$ cat config.mk
export PLATFORM = sky130hd
export DESIGN_NAME = store_sequencer
export DESIGN_NICKNAME = d
export VERILOG_FILES = /design/src/rtl/store_sequencer.sv
export SDC_FILE = /design/constraint.sdc
export NUM_CORES = 1
export LEC_CHECK = 0
export ABC_AREA = 1
export BUFFER_PORTS_ARGS = -buffer_cell sky130_fd_sc_hd__buf_2
export CORE_AREA = 5 5 161 163
export DETAILED_ROUTE_END_ITERATION = 16
export DIE_AREA = 0 0 166 168
export HOLD_SLACK_MARGIN = 0.12
export PLACE_DENSITY = 0.71
export SLEW_MARGIN = 20
export SYNTH_ARGS = -nofsm -noshare
export SYNTH_HDL_FRONTEND = slang
export SYNTH_SLANG_ARGS = --single-unit
$ cat constraint.sdc
create_clock -name clk -period 16.2 [get_ports clk]
set_input_delay 1.62 -clock clk [delete_from_list [all_inputs] [get_ports clk]]
set_output_delay 1.62 -clock clk [all_outputs]
set_load 0.05 [all_outputs]
$ cat src/rtl/store_sequencer.sv
// Store sequencer: buffers store requests and issues byte-masked word writes to data memory.
// Latency: a request accepted into an empty buffer in cycle N drives MemWrite in cycle N+2.
// Backpressure: ReqReady drops when the buffer is full; memory writes are held stable until MemReady.
module store_sequencer #(
  parameter int DEPTH = 2
) (
  input  logic        clk,
  input  logic        reset,
  input  logic        ReqValid,
  output logic        ReqReady,
  input  logic [31:0] ReqAddr,
  input  logic [31:0] ReqData,
  input  logic [1:0]  ReqSize,
  output logic        MemWrite,
  output logic [31:0] MemAddr,
  output logic [31:0] MemWriteData,
  output logic [3:0]  MemByteMask,
  input  logic        MemReady,
  output logic        Busy
);

  localparam int PTR_W = (DEPTH > 1) ? $clog2(DEPTH) : 1;
  localparam int CNT_W = $clog2(DEPTH + 1);
  localparam logic [CNT_W-1:0] CNT_FULL = CNT_W'(DEPTH);
  localparam logic [CNT_W-1:0] CNT_ONE  = CNT_W'(1);
  localparam logic [PTR_W-1:0] PTR_ONE  = PTR_W'(1);

  typedef struct packed {
    logic [31:0] addr;
    logic [31:0] dat;
    logic [3:0]  mask;
    logic        split;
  } wr_t;

  typedef enum logic [1:0] {IDLE, ISSUE, SPLIT} state_t;

  logic [31:0]      buf_addr [DEPTH];
  logic [31:0]      buf_data [DEPTH];
  logic [1:0]       buf_size [DEPTH];
  logic [PTR_W-1:0] wr_ptr, rd_ptr, nxt_ptr;
  logic [CNT_W-1:0] count;
  state_t           state;

  logic push, pop;
  wr_t  head_wr, head_b, next_wr;

  // Lane placement of one store; a halfword at offset 3 returns its first (upper-lane) half.
  function automatic wr_t decode(input logic [31:0] a, input logic [31:0] d, input logic [1:0] sz);
    wr_t w;
    w       = '0;
    w.addr  = {a[31:2], 2'b00};
    case (sz)
      2'b00: begin
        w.mask = 4'b0001 << a[1:0];
        w.dat  = {4{d[7:0]}};
      end
      2'b01: begin
        case (a[1:0])
          2'b00: begin w.mask = 4'b0011; w.dat = {2{d[15:0]}}; end
          2'b01: begin w.mask = 4'b0110; w.dat = {8'h00, d[15:0], 8'h00}; end
          2'b10: begin w.mask = 4'b1100; w.dat = {2{d[15:0]}}; end
          default: begin
            w.mask  = 4'b1000;
            w.dat   = {d[7:0], 24'h000000};
            w.split = 1'b1;
          end
        endcase
      end
      default: begin
        w.mask = 4'b1111;
        w.dat  = d;
      end
    endcase
    return w;
  endfunction

  // Second half of a boundary-crossing halfword: next word, lane 0, address wraps at 2^32.
  function automatic wr_t split_second(input logic [31:0] a, input logic [31:0] d);
    wr_t w;
    w       = '0;
    w.addr  = {a[31:2], 2'b00} + 32'd4;
    w.dat   = {24'h000000, d[15:8]};
    w.mask  = 4'b0001;
    return w;
  endfunction

  assign nxt_ptr  = rd_ptr + PTR_ONE;
  assign ReqReady = (count != CNT_FULL);
  assign push     = ReqValid & ReqReady;
  assign Busy     = (count != '0) | (state != IDLE);

  // Decode the head entry and the entry behind it, and decide when the head retires.
  always_comb begin
    head_wr = decode(buf_addr[rd_ptr], buf_data[rd_ptr], buf_size[rd_ptr]);
    head_b  = split_second(buf_addr[rd_ptr], buf_data[rd_ptr]);
    next_wr = decode(buf_addr[nxt_ptr], buf_data[nxt_ptr], buf_size[nxt_ptr]);
    pop     = MemReady & (((state == ISSUE) & ~head_wr.split) | (state == SPLIT));
  end

  // Store buffer: circular FIFO with occupancy count.
  always_ff @(posedge clk) begin
    if (reset) begin
      wr_ptr <= '0;
      rd_ptr <= '0;
      count  <= '0;
    end else begin
      if (push) begin
        buf_addr[wr_ptr] <= ReqAddr;
        buf_data[wr_ptr] <= ReqData;
        buf_size[wr_ptr] <= ReqSize;
        wr_ptr           <= wr_ptr + PTR_ONE;
      end
      if (pop) rd_ptr <= nxt_ptr;
      case ({push, pop})
        2'b10:   count <= count + CNT_ONE;
        2'b01:   count <= count - CNT_ONE;
        default: count <= count;
      endcase
    end
  end

  // Write sequencer: loads registered memory outputs and holds them until accepted.
  always_ff @(posedge clk) begin
    if (reset) begin
      state        <= IDLE;
      MemWrite     <= 1'b0;
      MemAddr      <= '0;
      MemWriteData <= '0;
      MemByteMask  <= '0;
    end else begin
      case (state)
        IDLE: begin
          if (count != '0) begin
            MemAddr      <= head_wr.addr;
            MemWriteData <= head_wr.dat;
            MemByteMask  <= head_wr.mask;
            MemWrite     <= 1'b1;
            state        <= ISSUE;
          end
        end
        ISSUE, SPLIT: begin
          if (pop) begin
            // Only entries already buffered chain on; a same-cycle push waits for IDLE.
            if (count > CNT_ONE) begin
              MemAddr      <= next_wr.addr;
              MemWriteData <= next_wr.dat;
              MemByteMask  <= next_wr.mask;
              MemWrite     <= 1'b1;
              state        <= ISSUE;
            end else begin
              MemWrite <= 1'b0;
              state    <= IDLE;
            end
          end else if (state == ISSUE && MemReady) begin
            MemAddr      <= head_b.addr;
            MemWriteData <= head_b.dat;
            MemByteMask  <= head_b.mask;
            state        <= SPLIT;
          end
        end
        default: begin
          MemWrite <= 1'b0;
          state    <= IDLE;
        end
      endcase
    end
  end

endmodule

After elaboration in Yosys (flattened, before gate mapping)
Memories as Yosys holds them, arrays and structs flattened. A register that Yosys moved wholly into a read port is not among the register bits.
Index checks and enable logic that the tools add are counted.
- bits in registers: 75
- memory bits (writable): 132
- output and inout bits: 71
- logic and storage cells: 95
- memories kept: 3
- memories (memory ; words ; bits a word ; rd ports ; clocked after Yosys merged registers in ; wr ports ; RTL line ; source):
    buf_addr ; 2 ; 32 ; 2 ; 1 ; 1 ; 37 ; logic [31:0] buf_addr [DEPTH];
    buf_data ; 2 ; 32 ; 2 ; 1 ; 1 ; 38 ; logic [31:0] buf_data [DEPTH];
    buf_size ; 2 ; 2 ; 2 ; 1 ; 1 ; 39 ; logic [1:0] buf_size [DEPTH];
- $add $sub $neg: 5
- order comparisons: 1
- equal/unequal tests: 15
- shift operators: 2
- multiplexer cells: 40
- bitwise gates (word level): 6
- reductions and logical operators: 15
- operators with widths (cell ; number):
    $mux 32 ; 8
    $pmux 36 s3 ; 2
    $pmux 36 s2 ; 2
    $pmux 32 s2 ; 2
    $add 32x3->32 const B ; 1
    $mux 4 ; 4
    $mux 1 ; 15
    $eq 2x1->1 const B ; 6
    $logic_not 2->1 ; 5
    $eq 2x2->1 const B ; 4
    $pmux 2 s2 ; 2
    $pmux 4 s2 ; 1
    $reduce_bool 2->1 ; 4
    $shl 1x2->4 const A ; 2
    $mux 2 ; 3
    $ne 2x2->1 const B ; 3
    $ne 3x3->1 const B ; 2
    $reduce_and 2->1 ; 2
    $reduce_and 4->1 ; 1
    $and 1x1->1 ; 3
    $reduce_or 3->1 ; 1
    $add 1x1->1 const B ; 2
    $add 2x1->2 const B ; 1
    $gt 2x1->1 const B ; 1
    other kinds (6) ; 7

Longest topological paths before layout
- depth in word-level cells: 10
- gate-level depth with buffers: 17

Worst setup path after synthesis
OpenSTA, ideal clock, no wires.
- kind: input port to flip-flop
- start point: input reset
- end point: memory buf_addr[1][0], enable pin
- arrival: 6372 ps
- required time: 15629 ps
- path slack: 9257 ps
- cell stages on the path: 2
- buffers on the path: 1
- cell sequence: clkbuf_1 > nor3_1
- word-level cells in the longest chain between the ends: 2
- ends and longest elaborated chain (item ; RTL line ; source):
    start: declaration ; 8 ; input logic reset,
    $mux 1 ; 102 ; if (reset) begin
    $mux 1 (implied by the code) ; 108 ; buf_addr[wr_ptr] <= ReqAddr;
    end: declaration ; 37 ;
Every way passes these cells.

==> run_results.csv <==
group,metric,value,unit
pwr,power.total,0.00274,W
timing,min_period,4.35,ns
yosys,synthSimpleGateAreaFrac,0.270,
yosys,synth_warnings,0,
flow_run,cap_violations,0,
cells_and_area,area_delta_synth_final,13.1,%
place,dpl-instance-area,0.0125,mm²
yosys,syn_area,0.0117,mm²
yosys,synth_mux_area_frac,0.00375,
yosys,synth_compound_area_frac,0.154,
clock_network,cts_tree,"built",
global_routing,antenna_found_initial,0,
yosys,synth_xor_area_frac,0.00450,
global_routing,grt_pass1_vias,9908,
min_path,hold_path.class,"flip-flop to flip-flop",
yosys,synth_area_leaders,"edfxtp_1 34%, nand2_1 17%, dfxtp_1 13%",
detailed_routing,wl_per_cell,19.6,µm
cells_and_area,finalInstanceArea,0.0132,mm²
clock_network,ctsHoldBuffers,0,
detailed_routing,routed_wirelength,39000,µm
pwr,power_leakage,5.82,nW
cells_and_area,final_util,0.546,
global_routing,gr-total-overflow,0,
pwr,p_per_area,208,mW/mm²
yosys,yosysTopAreaCell,"edfxtp_1",
yosys,syn_inst,1550,
floorplanning,row_count,57,
outcome,status,"completed",
yosys,synth_top_family_by_area,"simple AND/OR/NAND/NOR gates",
yosys,synth_seq_cells,206,
clock_network,post_cts_resized,0,
clock_network,cts.htree.levels,1,
yosys,synthAdderAreaFrac,0.0204,
place,port_buffers,138,
timing,worst_pin_slew,1.06,ns
critical_path,cp-end-kind,"flip-flop",
detailed_routing,drc_errors,0,
clock_network,clock_sinks,206,
timing,rsz0062_at_grt,"false",
cells_and_area,antenna_cells,0,
clock_network,post_cts_buffers,0,
critical_path,path_class,"flip-flop to flip-flop",
yosys,avgSynthCellArea,7.54,µm²
floorplanning,initial_core_util,0.483,
detailed_routing,vias,11100,
clock_network,cts_root_buffer,"clkbuf_16",
clock_network,cts_buffers,23,
timing,finalSetupViolCount,0,
cells_and_area,nets,1735,
detailed_routing,drt-vias-per-instance,5.61,
floorplanning,die_w,166,µm
clock_network,cts_buffer_depth,3,
timing,relSlewSlack,0.288,
cells_and_area,drive_gt1_frac,0.138,
clock_network,clk_latency,0.52,ns
timing,maxSlewViolCount,0,
clock_network,cts.clk_slew.worst_paths,0.07,ns
timing,fin_crit_sh,0.269,
floorplanning,die_h,168,µm
critical_path,critPathLaunchType,"flip-flop",
yosys,synth_top_area_frac,0.339,
yosys,synth.distinct_cells,40,
timing,final-hold-violation-count,0,
pwr,max-vdd-ir-drop,0.169,mV
floorplanning,die_area,0.0279,mm²
floorplanning,boundaryPins,141,
timing,final.setup.tns,0,ns
timing,clock_skew,0.0129,ns
detailed_routing,ant_nets,0,
timing,fmaxAchievable,0.230,GHz
place,place_hpwl,28500,µm
global_routing,grt_pass1_wl,59300,µm
detailed_routing,drt_iter0_drc,1487,
detailed_routing,first_pass_iters,6,
critical_path,crit_arrival,4.82,ns
global_routing,gr-usage-all-layers,0.270,
yosys,ys_seq_area_frac,0.466,
floorplanning,core,0.0242,mm²
place,place_congestion,0.988,
critical_path,critPathMaxFanout,87,
global_routing,grt_max_degree,88,
critical_path,required,16.67,ns
==> cell usage after synthesis (all sizes together) <==
library cell / n
a211oi: 1
a21oi: 74
a31oi: 23
and2: 2
buf: 45
clkbuf: 34
clkinv: 2
conb: 1
dfxtp: 74
edfxtp: 132
ha: 19
inv: 145
mux2: 3
mux2i: 1
nand2: 541
nand3: 99
nand4: 13
nor2: 98
nor3: 5
nor4: 1
o211ai: 43
o21a: 2
o21ai: 157
o21bai: 1
o221ai: 1
o22ai: 20
o31ai: 1
or2: 6
xor2: 6
==> report_power, final <==
part / total (W) / leakage (nW) / internal (W) / switching, W
sequential: 0.000700 / 1.82 / 0.000655 / 0.0000448
clock: 0.000502 / 0.351 / 0.000291 / 0.000211
combinational: 0.00154 / 3.65 / 0.000383 / 0.00116
==> routing by layer <==
| metal | routed length, µm | up-vias | track usage |
|---|---|---|---|
| met5 | 0 | - | 0 |
| met4 | 639 | 0 | 0.0463 |
| met3 | 5150 | 41 | 0.0743 |
| met2 | 14100 | 633 | 0.332 |
| met1 | 19100 | 5112 | 0.458 |
| li1 | - | 5356 | - |
==> metrics by stage <==
step	instances	setup WS, ns	hold WS, ns
finish	1985	11.85	0.461
global route	1985	11.50	0.488
CTS	1985	11.88	0.463
detailed placement	1945	11.90	0.453
global placement	1945	12.12	0.445
floorplan	1551	9.26	0.440
==> state kept, by name, indices dropped and copies added, names as in the netlist, named ones only <==
name and cells:
MemWriteData 32, buf_addr 64, MemAddr 30, buf_size 4, wr_ptr 1, MemByteMask 4, rd_ptr 1, buf_data 64
count 2, state 2, MemWrite 1
==> worst max-delay path: stages (launching register included) <==
cell	delay, ns
dfxtp_2	0.32
buf_4	0.64
inv_2	0.57
or2_2	0.43
o21ai_0	0.19
inv_1	0.17
ha_1	0.25
nand2_1	0.12
nand2_2	0.09
nand2_4	0.35
nand2_4	0.23
inv_2	0.42
nand3_1	0.16
nand3_1	0.10
o211ai_1	0.10
inv_1	0.08
==> final timing paths <==
check	slack, ns	end	cells after the start	startpoint
max	11.85	MemWriteData[15]	15	flip-flop
min	0.46	wr_ptr	2	wr_ptr
max reg2reg	11.85	MemWriteData[15]	15	flip-flop
min reg2reg	0.46	wr_ptr	2	wr_ptr
==> cell type report <==
| type | instances | area (µm²) |
|---|---|---|
| clock buffers | 30 | 633 |
| clock inverters | 10 | 86.3 |
| fillers | 2295 | 11000 |
| inverters | 147 | 554 |
| multi-input cells | 1119 | 5310 |
| flip-flops and latches | 206 | 5450 |
| well taps | 324 | 405 |
| repair buffers | 149 | 773 |
==> cell usage in the layout (no fill, tap or decap), types with 2 or more instances in the layout <==
master,instances
clkinv_2,3
clkinv_1,4
conb_1,2
nand4_1,12
mux2_2,3
buf_2,138
dfxtp_2,2
nor2_2,10
edfxtp_1,132
nor3_1,4
nand2_1,533
inv_1,136
nand3_1,99
buf_4,11
and2_1,2
nor2_1,82
inv_2,8
o21ai_0,137
o21a_1,2
or2_2,6
clkbuf_16,24
o211ai_1,43
clkinv_4,2
dfxtp_1,72
o21ai_1,20
xor2_1,6
o22ai_1,20
nand2_4,2
a21oi_1,74
nand2_2,6
nor2_4,6
clkbuf_1,5
ha_1,18
a31oi_1,23
==> cells by family after synthesis <==
| logic type | after synthesis |
|---|---|
| simple gates | 765 |
| other cells | 1 |
| compound gates | 323 |
| flops | 206 |
| fa+ha+maj | 19 |
| buf+inv | 226 |
| mux | 4 |
| xor+xnor | 6 |
No activity file was read; power rests on OpenSTA's default activity.
